**src/rtl/complement_sequencer.sv**
```systemverilog
// Bit-sliced 1's/2's complement engine. One 3-bit complement slice is reused
// across the word, LSB slice first, with the +1 carry propagated between cycles.
module complement_sequencer #(
    parameter int unsigned SLICES = 4
) (
    input  logic                  clk,
    input  logic                  rst_n,
    input  logic                  in_valid,
    output logic                  in_ready,
    input  logic [3*SLICES-1:0]   in_data,
    input  logic                  mode,
    output logic                  out_valid,
    input  logic                  out_ready,
    output logic [3*SLICES-1:0]   out_data,
    output logic                  out_ovf,
    output logic                  busy
);

    localparam int unsigned W    = 3 * SLICES;
    localparam int unsigned IdxW = $clog2(SLICES);

    localparam logic [IdxW-1:0] LastIdx = IdxW'(SLICES - 1);
    localparam logic [W-1:0]    MinNeg  = {1'b1, {(W-1){1'b0}}};
    localparam logic [W-1:0]    SliceMask = W'(3'b111);

    typedef enum logic [1:0] {StIdle, StRun, StDone} state_e;

    state_e          state_q, state_d;
    logic [W-1:0]    operand_q, operand_d;
    logic [W-1:0]    result_q, result_d;
    logic            mode_q, mode_d;
    logic            carry_q, carry_d;
    logic            ovf_q, ovf_d;
    logic [IdxW-1:0] idx_q, idx_d;

    logic [W-1:0]    operand_shifted;
    logic [2:0]      slice;
    logic [3:0]      sum;
    logic [31:0]     bit_pos;

    // Shared complement slice: select the current 3 bits and add the carry.
    always_comb begin
        bit_pos         = 32'(3 * idx_q);
        operand_shifted = operand_q >> bit_pos;
        slice           = operand_shifted[2:0];
        sum             = {1'b0, ~slice} + {3'b000, carry_q};
    end

    // Next-state logic for the sequencer and its datapath registers.
    always_comb begin
        state_d   = state_q;
        operand_d = operand_q;
        result_d  = result_q;
        mode_d    = mode_q;
        carry_d   = carry_q;
        ovf_d     = ovf_q;
        idx_d     = idx_q;

        unique case (state_q)
            StIdle: begin
                if (in_valid) begin
                    operand_d = in_data;
                    mode_d    = mode;
                    carry_d   = mode;
                    idx_d     = '0;
                    result_d  = '0;
                    ovf_d     = 1'b0;
                    state_d   = StRun;
                end
            end
            StRun: begin
                result_d = (result_q & ~(SliceMask << bit_pos)) | (W'(sum[2:0]) << bit_pos);
                carry_d  = sum[3];
                if (idx_q == LastIdx) begin
                    // Final carry-out is dropped; overflow only for the most-negative input.
                    ovf_d   = mode_q && (operand_q == MinNeg);
                    idx_d   = '0;
                    state_d = StDone;
                end else begin
                    idx_d = idx_q + 1'b1;
                end
            end
            StDone: begin
                if (out_ready) begin
                    state_d = StIdle;
                end
            end
            default: state_d = StIdle;
        endcase
    end

    // State and datapath registers; reset discards any word in flight.
    always_ff @(posedge clk or negedge rst_n) begin
        if (!rst_n) begin
            state_q   <= StIdle;
            operand_q <= '0;
            result_q  <= '0;
            mode_q    <= 1'b0;
            carry_q   <= 1'b0;
            ovf_q     <= 1'b0;
            idx_q     <= '0;
        end else begin
            state_q   <= state_d;
            operand_q <= operand_d;
            result_q  <= result_d;
            mode_q    <= mode_d;
            carry_q   <= carry_d;
            ovf_q     <= ovf_d;
            idx_q     <= idx_d;
        end
    end

    // Handshake outputs depend on state only.
    always_comb begin
        in_ready  = (state_q == StIdle);
        out_valid = (state_q == StDone);
        busy      = (state_q != StIdle);
        out_data  = result_q;
        out_ovf   = ovf_q;
    end

endmodule

```
**config.mk**
```make
export PLATFORM = sky130hd
export DESIGN_NAME = complement_sequencer
export DESIGN_NICKNAME = d
export VERILOG_FILES = /design/src/rtl/complement_sequencer.sv
export SDC_FILE = /design/constraint.sdc
export NUM_CORES = 1
export LEC_CHECK = 0
export CAP_MARGIN = 25
export CORE_MARGIN = 2
export CORE_UTILIZATION = 30
export DETAILED_ROUTE_END_ITERATION = 6
export PLACE_DENSITY = 0.6
export SYNTH_ARGS = -nofsm -noshare
export SYNTH_HDL_FRONTEND = slang
export SYNTH_SLANG_ARGS = --single-unit
```
**constraint.sdc**
```tcl
create_clock -name clk -period 4.5 [get_ports clk]
set_clock_uncertainty 0.1 [all_clocks]
set_input_delay 0.9 -clock clk [delete_from_list [all_inputs] [get_ports clk]]
set_output_delay 0.9 -clock clk [all_outputs]
set_load 0.005 [all_outputs]
```
# Word level (Yosys, flattened, before mapping)
# Index checks and enable logic that the tools add are counted.
totals:
  output_inout_bits: 16
  reg_bits: 31
classes:
  n_reduce_logical: 8
  add_sub_neg: 2
  shifts: 3
  muxes: 14
  multipliers: 1
  n_bitwise: 4
  n_eq_ne: 7
op_table:
  columns: ["operator", "n"]
  rows:
  - ["case mux 12 bit (2 select lines)", 1]
  - ["AND 12 bit", 1]
  - ["equality test 12 bit, second input constant", 1]
  - ["two-way mux 12 bit", 1]
  - ["inverter 12 bit", 1]
  - ["OR 12 bit", 1]
  - ["left shift 3 x 4 -> 12 bit", 1]
  - ["left shift 3 x 4 -> 12 bit, first input constant", 1]
  - [">> shifter 12 x 4 -> 3 bit", 1]
  - ["two-way mux 2 bit", 5]
  - ["case mux 2 bit (3 select lines)", 1]
  - ["AND reduction 3 bit", 2]
  - ["adder 3 x 1 -> 4 bit", 1]
  - ["equality test 2 bit, second input constant", 2]
  - ["multiplier 2 x 2 -> 4 bit, first input constant", 1]
  - ["inequality test 2 bit, second input constant", 2]
  - ["case mux 1 bit (2 select lines)", 2]
  - ["case mux 2 bit (2 select lines)", 1]
  - ["AND reduction 2 bit", 2]
  - ["nonzero test 2 bit", 2]
  - ["two-way mux 1 bit", 3]
  - ["inverter 3 bit", 1]
  - ["adder 2 x 1 -> 2 bit, second input constant", 1]
  - ["equality test 2 x 1 -> 1 bit, second input constant", 1]
  - ["other kinds (3)", 3]

# Depth between registers and ports, before layout
logic_depth:
  word_depth: 7
  ltp_mapped: 8
  depth_no_buf: 7

# Least setup slack after synthesis
# OpenSTA, ideal clock, no wires.
synth_timing:
  path_kind: "register to register"
  start: "reg idx_q[0]"
  end: "reg result_q[2] (netlist: out_data[2])"
  arrival_time_ns: 1.905
  path_slack_ns: 2.374
  n_path_buf: 1
  path_stages_with_launch: 9
  required_time_ns: 4.278
  path_cell_list: "dfrtp_1 > buf_6 > mux4_1 > inv_1 > ha_1 > ha_1 > xor2_1 > o32ai_1 > a32o_1"
synth_between:
  elab_chain_len: 7
  word_cells_on_any_way: 10
synth_rtl:
  columns: ["item", "line_no", "source"]
  rows:
  - ["start: declaration", "34", "logic [IdxW-1:0] idx_q, idx_d;"]
  - ["start signal: assignment", "109", "idx_q <= idx_d;"]
  - ["multiplier 2 x 2 -> 4 bit *", "43", "bit_pos = 32'(3 * idx_q);"]
  - [">> shifter 12 x 4 -> 3 bit", "44", "operand_shifted = operand_q >> bit_pos;"]
  - ["inverter 3 bit", "46", "sum = {1'b0, ~slice} + {3'b000, carry_q};"]
  - ["adder 3 x 1 -> 4 bit", "46", null]
  - ["left shift 3 x 4 -> 12 bit", "72", "result_d = (result_q & ~(SliceMask << bit_pos)) | (W'(sum[2:0]) << bit_pos);"]
  - ["OR 12 bit *", "72", null]
  - ["case mux 12 bit (2 select lines) *", "59", "unique case (state_q)"]
  - ["end signal: assignment", "105", "result_q <= result_d;"]
  - ["end: declaration", "30", "logic [W-1:0] result_q, result_d;"]
# Every way passes the cells marked *; elsewhere a longest branch is shown, timed or not.
# A chain may end at the register's enable or synchronous reset.

# Worst setup path after layout
layout_timing:
  start: "reg state_q[0]"
  end: "out in_ready"
layout_between:
  elab_chain_len: 1
layout_rtl:
  columns: ["item", "line_no", "source"]
  rows:
  - ["start: declaration", "28", "state_e state_q, state_d;"]
  - ["start signal: assignment", "95", "state_q <= StIdle;"]
  - ["start signal: assignment", "103", "state_q <= state_d;"]
  - ["zero test 2 bit", "115", "in_ready = (state_q == StIdle);"]
  - ["end: declaration", "9", "output logic in_ready,"]
# Every way passes these cells.

==> flow_summary.ini <==
[run_status]
status = completed

[logic_synthesis]
yosysWarnings = 0
synthesis.nets = 157
synth_top_cell_area_share_pct = 49.9
synth_edf_count = 0
synthTopCellsByArea = dfrtp_1, mux2_2, inv_1
ys_types = 31
syn-cell-area_sq_mm = 0.00156
synthFlopType = dfrtp_1
ys_ff_latch = 31
synth_top_cell_by_area = dfrtp_1
avgSynthCellArea_sq_um = 11.6
ys_seq_area_share_pct = 49.9
syn_inst = 134
async_reset_ff_share_pct = 100

[clocking]
cts_tree = done
cts.root.buffer_cell = clkbuf_8
clkSinkCount = 31
cts-resized-gates = 0
clk_pin_slew_ns = 0.06
post_cts_buffers = 0
cts_inserted_buffers = 5
clockBufferDepth = 2
clk_latency_ns = 0.28
ctsHoldBuffers = 0
cts.htree.levels = 2

[pwr]
p_sw_mw = 0.507
seq_power_share_pct = 39.4
p_clk_share_pct = 15.7
pwr-share-comb_pct = 45.0
fin_total_pwr_mw = 1.35
irDropWorstVdd_mv = 0.252
switching_share_pct = 37.4
leakage_nw = 0.868
p_int_mw = 0.846
powerDensity_mw_per_mm2 = 674

[critical_path]
crit_path_start_kind = flop
crit_chain = or2_2 -> inv_1 -> clkdlybuf4s50_1
cp-startpoint = state_q[0]
path_class = reg2out
r2r_end = out_data[2]
arrival_ns = 1.73
cp_max_fo = 13
critPathMaxStageDelay_ns = 0.52
r2r-start = idx_q[0]
required_ns = 3.50
cpMaxStageDelayCell = dfrtp_1
worst_setup_path_end_kind = output port
crit_path_end = in_ready
rrSetupSlack_ns = 2.12
rr_worst_depth = 7

[floorplanning]
floorplan.io_pins = 33
initial_core_util_pct = 30.8
dieArea_sq_mm = 0.00578
fp.dieH_um = 76
rows = 26
fp.dieW_um = 76
core_area_sq_mm = 0.00504

[detailed_routing]
wl_per_cell_um = 13.6
top_layer = met4
routed_wirelength_um = 3250
drcViolationCount = 0
met2WireLength_um = 1620
firstDrtPassIters = 4
first_iter_violations = 35
vias = 1111
viasPerCell = 4.65
postRouteAntennaNets = 0
met1_length_um = 1370
wl_met3_um = 188

[sta]
holdWs_ns = 0.407
finalCritPeriodShare_pct = 60.6
worst_slew_pin_slew_ns = 0.623
setup-violations-final = 0
fin_crit_ns = 2.73
fmax_mhz = 367
slew_headroom_pct = 58.4
slew_violations = 0
setup_tns_ns = 0
hold_viol = 0
rsz0062_at_grt = no

[global_route]
grt.overflow.total = 0
gr-usage-all-layers_pct = 12.2
antenna_found_initial = 0
grt_pass1_vias = 1182
grt_pass1_wl_um = 5630
grt_start_max_net_pins = 32

[final_layout]
drive_gt1_share_pct = 15.4
n_antenna_cell = 0
fin_nets = 191
syn2layout_area_growth_pct = 29.0

[min_path]
hp-start = mode_q
min_path_type = reg2reg

[place]
routabilityCongestion = 0.758
hpwl_um = 2360
port_buffers = 32

[run]
maxCapViolCount = 0
## flip-flops by register name, summed over array words and instances (netlist names)
name and flops:
carry_q 1, idx_q 2, mode_q 1, operand_q 12, out_data 12, out_ovf 1, state_q 2
## cells in the mapped netlist, types with 2 or more instances
| library cell | instances |
|---|---|
| o31ai_1 | 2 |
| buf_6 | 3 |
| or2_2 | 2 |
| mux2_2 | 13 |
| buf_2 | 2 |
| xor2_1 | 4 |
| o32ai_1 | 4 |
| o22ai_1 | 9 |
| dfrtp_1 | 31 |
| ha_1 | 6 |
| nor4b_1 | 2 |
| mux4_1 | 2 |
| a21oi_1 | 4 |
| nand2b_1 | 2 |
| nor2b_1 | 2 |
| nand2_1 | 11 |
| inv_1 | 21 |
## layout by cell type, fill, tap and decap left out, types with 2 or more instances in the layout
cell type / n
clkdlybuf4s50_1: 32
dfrtp_1: 31
inv_1: 21
mux2_2: 13
nand2_1: 11
o22ai_1: 9
ha_1: 6
clkbuf_8: 5
xor2_1: 4
a21oi_1: 4
o32ai_1: 4
clkinv_2: 3
mux4_1: 2
or2_2: 2
nor2b_1: 2
nand2b_1: 2
nor4b_1: 2
o31ai_1: 2
## kinds of logic (layout without fill, tap and decap cells)
family	after synthesis	count (layout)	synth area share, %
mux	17	17	14.9
simple gates	26	26	9.73
fa+ha+maj	6	6	4.83
buf+inv	27	62	8.13
compound gates	23	23	10.3
xor+xnor	4	4	2.25
flops	31	31	49.9
## power groups by stage
stage               logic, mW  clock network (mW)  registers, mW
finish                  0.609               0.212          0.533
global route            0.674               0.230          0.557
CTS                     0.615               0.219          0.533
detailed placement      0.612                   0          0.539
global placement        0.598                   0          0.533
floorplan               0.453                   0          0.483
## final cells by class
cell class                      instances  area [sq um]
Sequential cell                        31           776
Clock buffer                            5          68.8
Clock inverter                          3          15.0
Fill cell                             486          3040
Timing Repair Buffer                   33           328
Multi-Input combinational cell         76           653
Inverter                               21          78.8
Tap cell                               70          87.6
## worst max-delay path, delay by kind of cell, from the launching register on
family | cells | cell delay, ns
AND/OR/NAND/NOR | 1 | 0.36
buffers and inverters | 2 | 0.56
flip-flops | 1 | 0.52
## stage by stage
stage / utilization (%) / instance area [sq um] / setup slack, ns / instances
2_1_floorplan: - / 1560 / 2.37 / 134
4_1_cts: 39.8 / 2010 / 1.76 / 239
3_5_place_dp: 38.1 / 1920 / 1.79 / 231
5_1_grt: 39.8 / 2010 / 1.70 / 239
3_3_place_gp: 38.1 / 1920 / 1.85 / 231
6_report: 39.8 / 2010 / 1.77 / 239
## worst min-delay path by stage
| stage | endpoint | slack [ns] | cells past startpoint |
|---|---|---|---|
| floorplan | mode_q | 0.37 | 1 |
| global placement | mode_q | 0.39 | 1 |
| detailed placement | mode_q | 0.39 | 1 |
| CTS | mode_q | 0.41 | 1 |
| global route | mode_q | 0.44 | 1 |
| finish | mode_q | 0.41 | 1 |
## metal layers
| layer | track usage, % | up-vias |
|---|---|---|
| met5 | 0 | - |
| met4 | 6.00 | 0 |
| met3 | 3.32 | 8 |
| met2 | 20.4 | 31 |
| met1 | 14.5 | 535 |
| li1 | - | 537 |
No activity file was read; power rests on OpenSTA's default activity.
